### src/rtl/serdes_tx_pkg.sv
// Shared constants for the SERDES TX arbiter: K-char framing words,
// the FSM state encoding and the channel-id width.
package serdes_tx_pkg;

  localparam int          CH_W     = 1;        // two requesters -> 1-bit channel id
  localparam logic [7:0]  K_SOP_HI = 8'h5C;    // K28.2 in the high byte of the SOP word
  localparam logic [15:0] K_EOP    = 16'hFDFD; // K29.7 in both bytes

  typedef enum logic [2:0] {
    ST_IDLE  = 3'd0,
    ST_HDR   = 3'd1,
    ST_DATA  = 3'd2,
    ST_EOP   = 3'd3,
    ST_DRAIN = 3'd4
  } tx_state_e;

  // SOP word carries the granted channel id in its low byte
  function automatic logic [15:0] sop_word(input logic [CH_W-1:0] ch);
    return {K_SOP_HI, 8'h00} | 16'(ch);
  endfunction

endpackage

### src/rtl/serdes_tx_arbiter_if.sv
// Request-side and TX-buffer-side signals of the SERDES TX arbiter.
// slave  : the arbiter (consumes requests, drives the TX buffer)
// master : the surroundings (requesters + TX buffer)
interface serdes_tx_arbiter_if;
  logic [1:0]  rq_valid;
  logic [1:0]  rq_sop;
  logic [1:0]  rq_eop;
  logic [15:0] rq_dat0;
  logic [15:0] rq_dat1;
  logic [1:0]  rq_ready;
  logic [15:0] tx_dat_o;
  logic        tx_klsb_o;
  logic        tx_kmsb_o;
  logic        tx_en;
  logic        tx_rdy;

  modport master (
    output rq_valid, rq_sop, rq_eop, rq_dat0, rq_dat1, tx_rdy,
    input  rq_ready, tx_dat_o, tx_klsb_o, tx_kmsb_o, tx_en
  );

  modport slave (
    input  rq_valid, rq_sop, rq_eop, rq_dat0, rq_dat1, tx_rdy,
    output rq_ready, tx_dat_o, tx_klsb_o, tx_kmsb_o, tx_en
  );
endinterface

### src/rtl/serdes_tx_arbiter_rr_arb2.sv
// serdes_rr_arb2: 2-way grant select. On contention either ch1 wins
// outright (CH1_PRIO!=0) or the channel not granted last wins. The
// pointer only moves when the caller commits the grant (take).
module serdes_rr_arb2 import serdes_tx_pkg::*; #(
  parameter int CH1_PRIO = 0
) (
  input  logic            dsp_clk,
  input  logic            dsp_rst_n,
  input  logic [1:0]      req,
  input  logic            take,
  output logic [CH_W-1:0] gnt_id,
  output logic            gnt_any
);

  logic [CH_W-1:0] ptr; // channel preferred on the next contention

  // pick a winner from the current requests
  always_comb begin
    gnt_any = |req;
    if (req == 2'b11) gnt_id = (CH1_PRIO != 0) ? 1'b1 : ptr;
    else              gnt_id = req[1];
  end

  // after a committed grant the other channel becomes preferred
  always_ff @(posedge dsp_clk or negedge dsp_rst_n) begin
    if (!dsp_rst_n)            ptr <= '0;
    else if (take && gnt_any)  ptr <= ~gnt_id;
  end

endmodule

### src/rtl/serdes_tx_arbiter.sv
// serdes_tx_arbiter: grants whole packets from two requesters onto the
// SERDES TX word pipeline, framing each with SOP/EOP K-words. Packets
// longer than MAX_LEN are cut, closed with EOP, and their tail drained.
// Optional feature: define SERDES_TX_ARB_PKT_CNT_EN to add per-channel
// EOP counters pkt_cnt0/pkt_cnt1.
module serdes_tx_arbiter import serdes_tx_pkg::*; #(
  parameter int MAX_LEN   = 256,
  parameter int LEN_WIDTH = 9,
  parameter int CH1_PRIO  = 0
) (
  input  logic                 dsp_clk,
  input  logic                 dsp_rst_n,
  serdes_tx_arbiter_if.slave   bus,
  output logic                 err_trunc
`ifdef SERDES_TX_ARB_PKT_CNT_EN
  ,
  output logic [15:0]          pkt_cnt0,
  output logic [15:0]          pkt_cnt1
`endif
);

  localparam logic [LEN_WIDTH:0] LEN_LIMIT = MAX_LEN[LEN_WIDTH:0];

  tx_state_e            state;
  logic [CH_W-1:0]      gnt;
  logic [LEN_WIDTH-1:0] len;
  logic                 drain;

  logic [1:0]      sop_req;
  logic [CH_W-1:0] arb_id;
  logic            arb_any;
  logic            g_valid, g_eop, xfer, len_hit;
  logic [15:0]     g_dat;
  logic [LEN_WIDTH:0] len_inc;

  assign sop_req = bus.rq_valid & bus.rq_sop;
  assign g_valid = bus.rq_valid[gnt];
  assign g_eop   = bus.rq_eop[gnt];
  assign g_dat   = gnt[0] ? bus.rq_dat1 : bus.rq_dat0;
  assign xfer    = (state == ST_DATA) && g_valid && bus.tx_rdy;
  assign len_inc = {1'b0, len} + 1'b1;
  assign len_hit = (len_inc == LEN_LIMIT);

  serdes_rr_arb2 #(.CH1_PRIO(CH1_PRIO)) u_arb (
    .dsp_clk   (dsp_clk),
    .dsp_rst_n (dsp_rst_n),
    .req       (sop_req),
    .take      (state == ST_IDLE),
    .gnt_id    (arb_id),
    .gnt_any   (arb_any)
  );

  logic [15:0] dat_c;
  logic        klsb_c, kmsb_c, en_c;
  logic [1:0]  rdy_c;

  // per-state output decode; tx_en/rq_ready follow tx_rdy in the same cycle
  always_comb begin
    dat_c  = '0;
    klsb_c = 1'b0;
    kmsb_c = 1'b0;
    en_c   = 1'b0;
    rdy_c  = '0;
    case (state)
      ST_HDR: begin
        dat_c  = sop_word(gnt);
        kmsb_c = 1'b1;
        en_c   = bus.tx_rdy;
      end
      ST_DATA: begin
        dat_c      = g_dat;
        en_c       = g_valid && bus.tx_rdy;
        rdy_c[gnt] = g_valid && bus.tx_rdy;
      end
      ST_EOP: begin
        dat_c  = K_EOP;
        klsb_c = 1'b1;
        kmsb_c = 1'b1;
        en_c   = bus.tx_rdy;
      end
      ST_DRAIN: rdy_c[gnt] = 1'b1; // swallow the truncated tail
      default: ;
    endcase
  end

  assign bus.tx_dat_o  = dat_c;
  assign bus.tx_klsb_o = klsb_c;
  assign bus.tx_kmsb_o = kmsb_c;
  assign bus.tx_en     = en_c;
  assign bus.rq_ready  = rdy_c;

  // packet framing FSM, grant latch, payload length and truncation flag
  always_ff @(posedge dsp_clk or negedge dsp_rst_n) begin
    if (!dsp_rst_n) begin
      state     <= ST_IDLE;
      gnt       <= '0;
      len       <= '0;
      drain     <= 1'b0;
      err_trunc <= 1'b0;
    end else begin
      case (state)
        ST_IDLE: if (arb_any) begin
          gnt   <= arb_id;
          state <= ST_HDR;
        end
        ST_HDR: if (bus.tx_rdy) begin
          len   <= '0;
          drain <= 1'b0;
          state <= ST_DATA;
        end
        ST_DATA: if (xfer) begin
          len <= len_inc[LEN_WIDTH-1:0];
          if (g_eop) begin
            state <= ST_EOP;
          end else if (len_hit) begin
            state     <= ST_EOP;
            drain     <= 1'b1;
            err_trunc <= 1'b1;
          end
        end
        ST_EOP: if (bus.tx_rdy) state <= drain ? ST_DRAIN : ST_IDLE;
        ST_DRAIN: if (g_valid && g_eop) state <= ST_IDLE;
        default: state <= ST_IDLE;
      endcase
    end
  end

`ifdef SERDES_TX_ARB_PKT_CNT_EN
  // count EOP words enqueued per channel, free-running wrap
  always_ff @(posedge dsp_clk or negedge dsp_rst_n) begin
    if (!dsp_rst_n) begin
      pkt_cnt0 <= '0;
      pkt_cnt1 <= '0;
    end else if (state == ST_EOP && bus.tx_rdy) begin
      if (gnt[0]) pkt_cnt1 <= pkt_cnt1 + 16'd1;
      else        pkt_cnt0 <= pkt_cnt0 + 16'd1;
    end
  end
`endif

endmodule

### src/flat_wrapper.sv
// flat-port wrapper written by rule: the top's interface ports become plain ports
module serdes_tx_arbiter_flat import serdes_tx_pkg::*;
#(
  parameter int MAX_LEN   = 256,
  parameter int LEN_WIDTH = 9,
  parameter int CH1_PRIO  = 0
)
  (dsp_clk, dsp_rst_n, err_trunc, bus_rq_valid, bus_rq_sop, bus_rq_eop, bus_rq_dat0, bus_rq_dat1, bus_tx_rdy, bus_rq_ready, bus_tx_dat_o, bus_tx_klsb_o, bus_tx_kmsb_o, bus_tx_en);
  serdes_tx_arbiter_if bus_i ();
  input  logic dsp_clk;
  input  logic dsp_rst_n;
  output logic err_trunc;
  input wire logic [$bits(bus_i.rq_valid)-1:0] bus_rq_valid;
  input wire logic [$bits(bus_i.rq_sop)-1:0] bus_rq_sop;
  input wire logic [$bits(bus_i.rq_eop)-1:0] bus_rq_eop;
  input wire logic [$bits(bus_i.rq_dat0)-1:0] bus_rq_dat0;
  input wire logic [$bits(bus_i.rq_dat1)-1:0] bus_rq_dat1;
  input wire logic [$bits(bus_i.tx_rdy)-1:0] bus_tx_rdy;
  output wire logic [$bits(bus_i.rq_ready)-1:0] bus_rq_ready;
  output wire logic [$bits(bus_i.tx_dat_o)-1:0] bus_tx_dat_o;
  output wire logic [$bits(bus_i.tx_klsb_o)-1:0] bus_tx_klsb_o;
  output wire logic [$bits(bus_i.tx_kmsb_o)-1:0] bus_tx_kmsb_o;
  output wire logic [$bits(bus_i.tx_en)-1:0] bus_tx_en;
  assign bus_i.rq_valid = bus_rq_valid;
  assign bus_i.rq_sop = bus_rq_sop;
  assign bus_i.rq_eop = bus_rq_eop;
  assign bus_i.rq_dat0 = bus_rq_dat0;
  assign bus_i.rq_dat1 = bus_rq_dat1;
  assign bus_i.tx_rdy = bus_tx_rdy;
  assign bus_rq_ready = bus_i.rq_ready;
  assign bus_tx_dat_o = bus_i.tx_dat_o;
  assign bus_tx_klsb_o = bus_i.tx_klsb_o;
  assign bus_tx_kmsb_o = bus_i.tx_kmsb_o;
  assign bus_tx_en = bus_i.tx_en;
  serdes_tx_arbiter #(.MAX_LEN(MAX_LEN), .LEN_WIDTH(LEN_WIDTH), .CH1_PRIO(CH1_PRIO)) u_core (.dsp_clk(dsp_clk), .dsp_rst_n(dsp_rst_n), .bus(bus_i), .err_trunc(err_trunc));
endmodule
### config.mk
export PLATFORM = sky130hd
export DESIGN_NAME = serdes_tx_arbiter_flat
export DESIGN_NICKNAME = d
export VERILOG_FILES = /design/src/rtl/serdes_tx_pkg.sv /design/src/rtl/serdes_tx_arbiter_if.sv /design/src/rtl/serdes_tx_arbiter_rr_arb2.sv /design/src/rtl/serdes_tx_arbiter.sv /design/src/flat_wrapper.sv
export SDC_FILE = /design/constraint.sdc
export NUM_CORES = 1
export LEC_CHECK = 0
export CORE_ASPECT_RATIO = 2
export CORE_UTILIZATION = 41
export DETAILED_ROUTE_END_ITERATION = 7
export HOLD_SLACK_MARGIN = 0.02
export MAX_ROUTING_LAYER = met4
export PLACE_DENSITY = 0.83
export SYNTH_ARGS = -nofsm -noshare
export SYNTH_HDL_FRONTEND = slang
export SYNTH_SLANG_ARGS = --single-unit
### constraint.sdc
create_clock -name dsp_clk -period 2.2 [get_ports dsp_clk]
set_input_delay 0.22 -clock dsp_clk [delete_from_list [all_inputs] [get_ports dsp_clk]]
set_output_delay 0.22 -clock dsp_clk [all_outputs]
set_load 0.01 [all_outputs]
* Word-level counts from Yosys, hierarchy flattened *
Cells that the tools add are included.

storage, ports and cells
  logic and storage cells = 72
  input bits = 41
  register bits = 16

operators by class
  $add $sub $neg = 1
  order comparisons = 2
  bitwise gates (word level) = 4
  equal/unequal tests = 14
  mux-type cells = 30
  reductions and logical operators = 15

operators with widths
  kind                                                              count
  16-bit case mux with 3 select lines                               1
  3-bit 2-to-1 mux                                                  8
  9-bit 2-to-1 mux                                                  2
  9-bit case mux with 2 select lines                                1
  16-bit 2-to-1 mux                                                 1
  3-bit case mux with 5 select lines                                1
  1-bit 2-to-1 mux                                                  12
  9-bit by 1-bit adder with 10-bit output, second input constant    1
  10-bit by 9-bit == test with 1-bit output, second input constant  1
  2-bit by 1-bit != test with 1-bit output, second input constant   4
  3-bit by 2-bit == test with 1-bit output, second input constant   2
  1-bit logical AND                                                 6
  2-bit != test, second input constant                              3
  6-bit AND reduction                                               1
  5-bit AND reduction                                               1
  2-bit AND                                                         2
  1-bit case mux with 2 select lines                                2
  2-bit case mux with 2 select lines                                1
  4-bit AND reduction                                               1
  2-bit OR reduction                                                2
  3-bit by 1-bit == test with 1-bit output, second input constant   1
  3-bit == test, second input constant                              1
  3-bit zero test                                                   1
  3-bit by 1-bit != test with 1-bit output, second input constant   1
  8 further kinds                                                   9

* Depth between registers and ports, before layout *
  word-level depth = 6
  mapped depth = 7

* Modules after synthesis *
Synthesis repeated with hierarchy kept, for this count alone.

unflattened totals
  cells, all modules = 173
  area, all modules = 1358.8 um2

by module, submodules not included
  module             sequential area each (um2)  area an instance (um2)  times used  cells each
  serdes_tx_arbiter  375.4                       1305.0                  1           167
  serdes_rr_arb2     25.0                        53.8                    1           6

* Worst setup path before layout *
Ideal clock, no wire load.

  kind = register -> register
  start = register u_core.len[0]
  end = register u_core.err_trunc
  period minus slack after synthesis = 1705 ps
  data required time = 2132 ps
  stages on the path, launching flop included = 7
  data arrival time = 1637 ps
  slack = 495 ps
  cell sequence = dfrtp_1 > ha_1 > nand3_1 > xnor2_1 > a31oi_1 > or4_1 > nand2b_1

on the way
  cells in the longest elaborated chain, start to end = 3

RTL lines
  element                                    RTL line                  text
  start: declaration                         serdes_tx_arbiter.sv:26   logic [LEN_WIDTH-1:0] len;
  start signal: assignment                   serdes_tx_arbiter.sv:112  len <= len_inc[LEN_WIDTH-1:0];
  9-bit by 1-bit adder with 10-bit output    serdes_tx_arbiter.sv:41   assign len_inc = {1'b0, len} + 1'b1;
  10-bit by 9-bit == test with 1-bit output  serdes_tx_arbiter.sv:42   assign len_hit = (len_inc == LEN_LIMIT);
  4-bit AND reduction (no line)              --
  end signal: assignment                     serdes_tx_arbiter.sv:99   err_trunc <= 1'b0;
  end signal: assignment                     serdes_tx_arbiter.sv:118  err_trunc <= 1'b1;
  end: declaration                           serdes_tx_arbiter.sv:14   output logic err_trunc

Every way passes these cells.
A chain may end at the register's enable or synchronous reset.

* Worst setup path after layout *
  start = register u_core.state[1]
  end = output port bus_rq_ready[1]

on the way
  cells in the longest elaborated chain, start to end = 2
  elaborated cells on any way between the ends = 3
  those cells by class = eq/ne: 2; mux: 1

RTL lines
  element                                                                           RTL line                  text
  start: declaration                                                                serdes_tx_arbiter.sv:24   tx_state_e state;
  start signal: assignment                                                          serdes_tx_arbiter.sv:121  ST_EOP: if (bus.tx_rdy) state <= drain ? ST_DRAIN : ST_IDLE;
  3-bit == test / 3-bit by 2-bit == test with 1-bit output (equally long branches)  serdes_tx_arbiter.sv:64   case (state)
  2-bit case mux with 2 select lines (*)                                            serdes_tx_arbiter.sv:64
  end: declaration                                                                  flat_wrapper.sv:19        output wire logic [$bits(bus_i.rq_ready)-1:0] bus_rq_ready;

Every way passes the cells marked *; elsewhere a longest branch is shown, timed or not.

==> impl_results.md <==
* Initial antenna violation count at 0
* Min Clock Period, post-route at 2.17 ns
* CTS Buf Count at 3
* Initial core utilization at 0.437
* WHS at 0.400 ns
* CP Launch Point: u_core.state[1]
* Peak VDD IR at 633 uV
* Dpl ws at 0.169 ns
* Mapped Avg Cell Area at 8.08 um2
* CTS tree: built
* Post-synth EDFFs at 0
* Via Count at 1500
* Distinct cell type count after synthesis at 41
* RD Place Congestion at 0.870
* Crit path arrival time at 1.95 ns
* Synth area leaders: dfrtp_1 30%, mux2i_1 13%, o21ai_0 11%, nand2_1 3.4%, a21oi_1 3.0%
* Critical-path top delay cell: clkdlybuf4s50_1
* Final period util at 0.985
* CP Capture Type: output port
* Final WL at 3860 um
* Post-route ant nets at 0
* Most used flip-flop cell after synthesis: dfrtp_1
* Min-delay worst type: input pin to async pin
* Largest area contributor in the netlist: dfrtp_1
* Synthesis-to-finish area growth at 58.5%
* Mapped Area at 1320 um2
* Vias in the first global route at 1416
* Unrepaired setup endpoints after global routing: true
* CTS HTree Levels at 1
* Critical path class: flip-flop to output port
* Largest net degree at the start of global routing at 17
* Routed WL per cell at 14.9 um
* WP data required at 1.98 ns
* Clock latency on the worst-skew pair at 0.25 ns
* Via/cell ratio at 5.77
* Setup violators final at 0
* Post-synthesis sequential area ratio at 0.304
* Row cnt at 28
* Pins Over Slew Limit at 0
* Crit-path cells: buf_4 > nor3b_4 > and3_4 > nor2_1 > nor2_1 > clkdlybuf4s50_1
* Share of layout cells above drive strength 1 at 0.126
* First drt pass iteration count at 5
* Worst R2R Start: u_core.len[0]
* Fmax at 0.461 GHz
* Clk pin slew, worst setup/hold paths at 0.07 ns
* DIE HEIGHT at 82.2 um
* Mapped Cells at 163
* DIE AREA at 3460 um2
* Count leader, synth: o21ai_0
* Final WS setup at 0.0326 ns
* Remaining DRCs at 0
* Max incr delay on CP at 0.54 ns
* Synth Register Bits at 16
* CTS sink cnt at 16
* Post-DP HPWL at 3090 um
* Worst-Margin Slew at 0.721 ns
* Hold Fails Final Rpt at 0
* I/O pins at 63
* # diodes at 0
* Ys async rst share at 1.00
* Critical path fanouts, max at 12
* Drt initial violations at 22
* Worst Skew at 0.00196 ns
* Post-CTS Hold Buffers at 0
* Root Buffer: clkbuf_8
* Nets at 273
* Area share of the largest cell type after synthesis at 0.304
* Status: completed
* Syn_nets at 205
* Slew HR at 0.518
* Core Util, Final at 0.693
* CTS Buffer Depth at 2
* Critical path's most frequent cell: nor2_1
* Global route overflow at 0
* Die X at 42.1 um
* Number of buffers added on ports at 62
* GRT Overall Usage at 0.237
* First-pass GRT wire length at 6260 um
* Setup crit start kind: flip-flop
* Synth top cells by count: 30 x o21ai_0, 17 x mux2i_1, 16 x dfrtp_1
* Pwr dens at 1040 nW/um2
* Max Cap Viol at 0
* Fill count at 273
* Yosys Warn Count at 0
* Leakage power at 0.919 nW
* CORE AREA at 3010 um2
layout make-up:
class                      count  area, um2  area share
clock buffer                   4       55.1      0.0264
sequential                    16        400       0.192
timing repair buffer          72        696       0.333
tap                           30       37.5      0.0180
inverter                       5       18.8     0.00899
multi-input combinational    133        881       0.422
metrics by stage:
step / cells / TNS [ns] / total power [mW] / area, um2
after detailed placement: 256 / 0 / 1.87 / 2010
final: 260 / 0 / 2.17 / 2090
after global routing: 260 / -0.0468 / 2.31 / 2090
after global placement: 256 / 0 / 1.85 / 2010
after floorplan: 163 / 0 / 1.19 / 1320
after CTS: 260 / 0 / 2.14 / 2070
flip-flops by register name, indices dropped and copies added, names as in the netlist:
signal	count
u_core.drain	1
u_core.state	3
u_core.gnt	1
u_core.len	9
u_core.err_trunc	1
u_core.u_arb.ptr	1
worst paths after layout:
kind,slack (ns),to,cells after the start
max,0.03,bus_rq_ready[1],6
min,0.40,u_core.state[1],1
max reg2reg,0.23,u_core.err_trunc,6
min reg2reg,0.46,u_core.err_trunc,1
max in group asynchronous,1.35,u_core.len[1],1
min in group dsp_clk,0.46,u_core.err_trunc,1
repair_timing:
| item | 4_1_cts | 5_1_grt |
|---|---|---|
| endpoints found under the setup margin | 15 | 12 |
| gates resized for setup | 1 | 9 |
| buffers inserted | 0 | 0 |
where the power goes:
part | switching, mW | leakage [nW] | internal (mW) | total (mW)
combinational | 0.680 | 0.678 | 0.790 | 1.47
sequential | 0.0807 | 0.213 | 0.356 | 0.437
clock | 0.106 | 0.0288 | 0.159 | 0.265
total | 0.867 | 0.919 | 1.30 | 2.17
kinds of logic after synthesis:
group           share of synthesized area
compound gates                      0.239
mux                                 0.146
fa+ha+maj                         0.00950
simple gates                        0.249
buf+inv                            0.0456
flops                               0.304
xor+xnor                          0.00665
metal layers:
layer / GRT usage / vias up / share of wire
met2: 0.486 / 60 / 0.56
met3: 0.0391 / 14 / 0.057
met5: - / - / 0
li1: - / 743 / -
met1: 0.218 / 683 / 0.36
met4: 0.0688 / 0 / 0.028
critical path: cells and delay by family, from the launching register on:
family | cells | cell delay [ns]
buffers and inverters | 2 | 0.72
AND/OR/NAND/NOR | 4 | 0.64
flip-flops | 1 | 0.34
cells in the final DEF, fill, tap and decap left out, types with 3 or more instances in the layout:
| master | Yosys | routed |
|---|---|---|
| clkdlybuf4s50_1 | 0 | 62 |
| a21oi_1 | 8 | 8 |
| nand2_1 | 12 | 11 |
| inv_1 | 5 | 5 |
| nand3_1 | 8 | 8 |
| nor2_1 | 10 | 10 |
| nor2b_1 | 3 | 3 |
| clkbuf_8 | 0 | 4 |
| o21ai_0 | 30 | 25 |
| o31ai_1 | 3 | 3 |
| a31oi_1 | 6 | 6 |
| o21ai_1 | 1 | 6 |
| mux2i_1 | 17 | 17 |
| buf_4 | 1 | 10 |
| dfrtp_1 | 16 | 16 |
| nor3_1 | 3 | 3 |
Power figures use the tool's default switching activity.
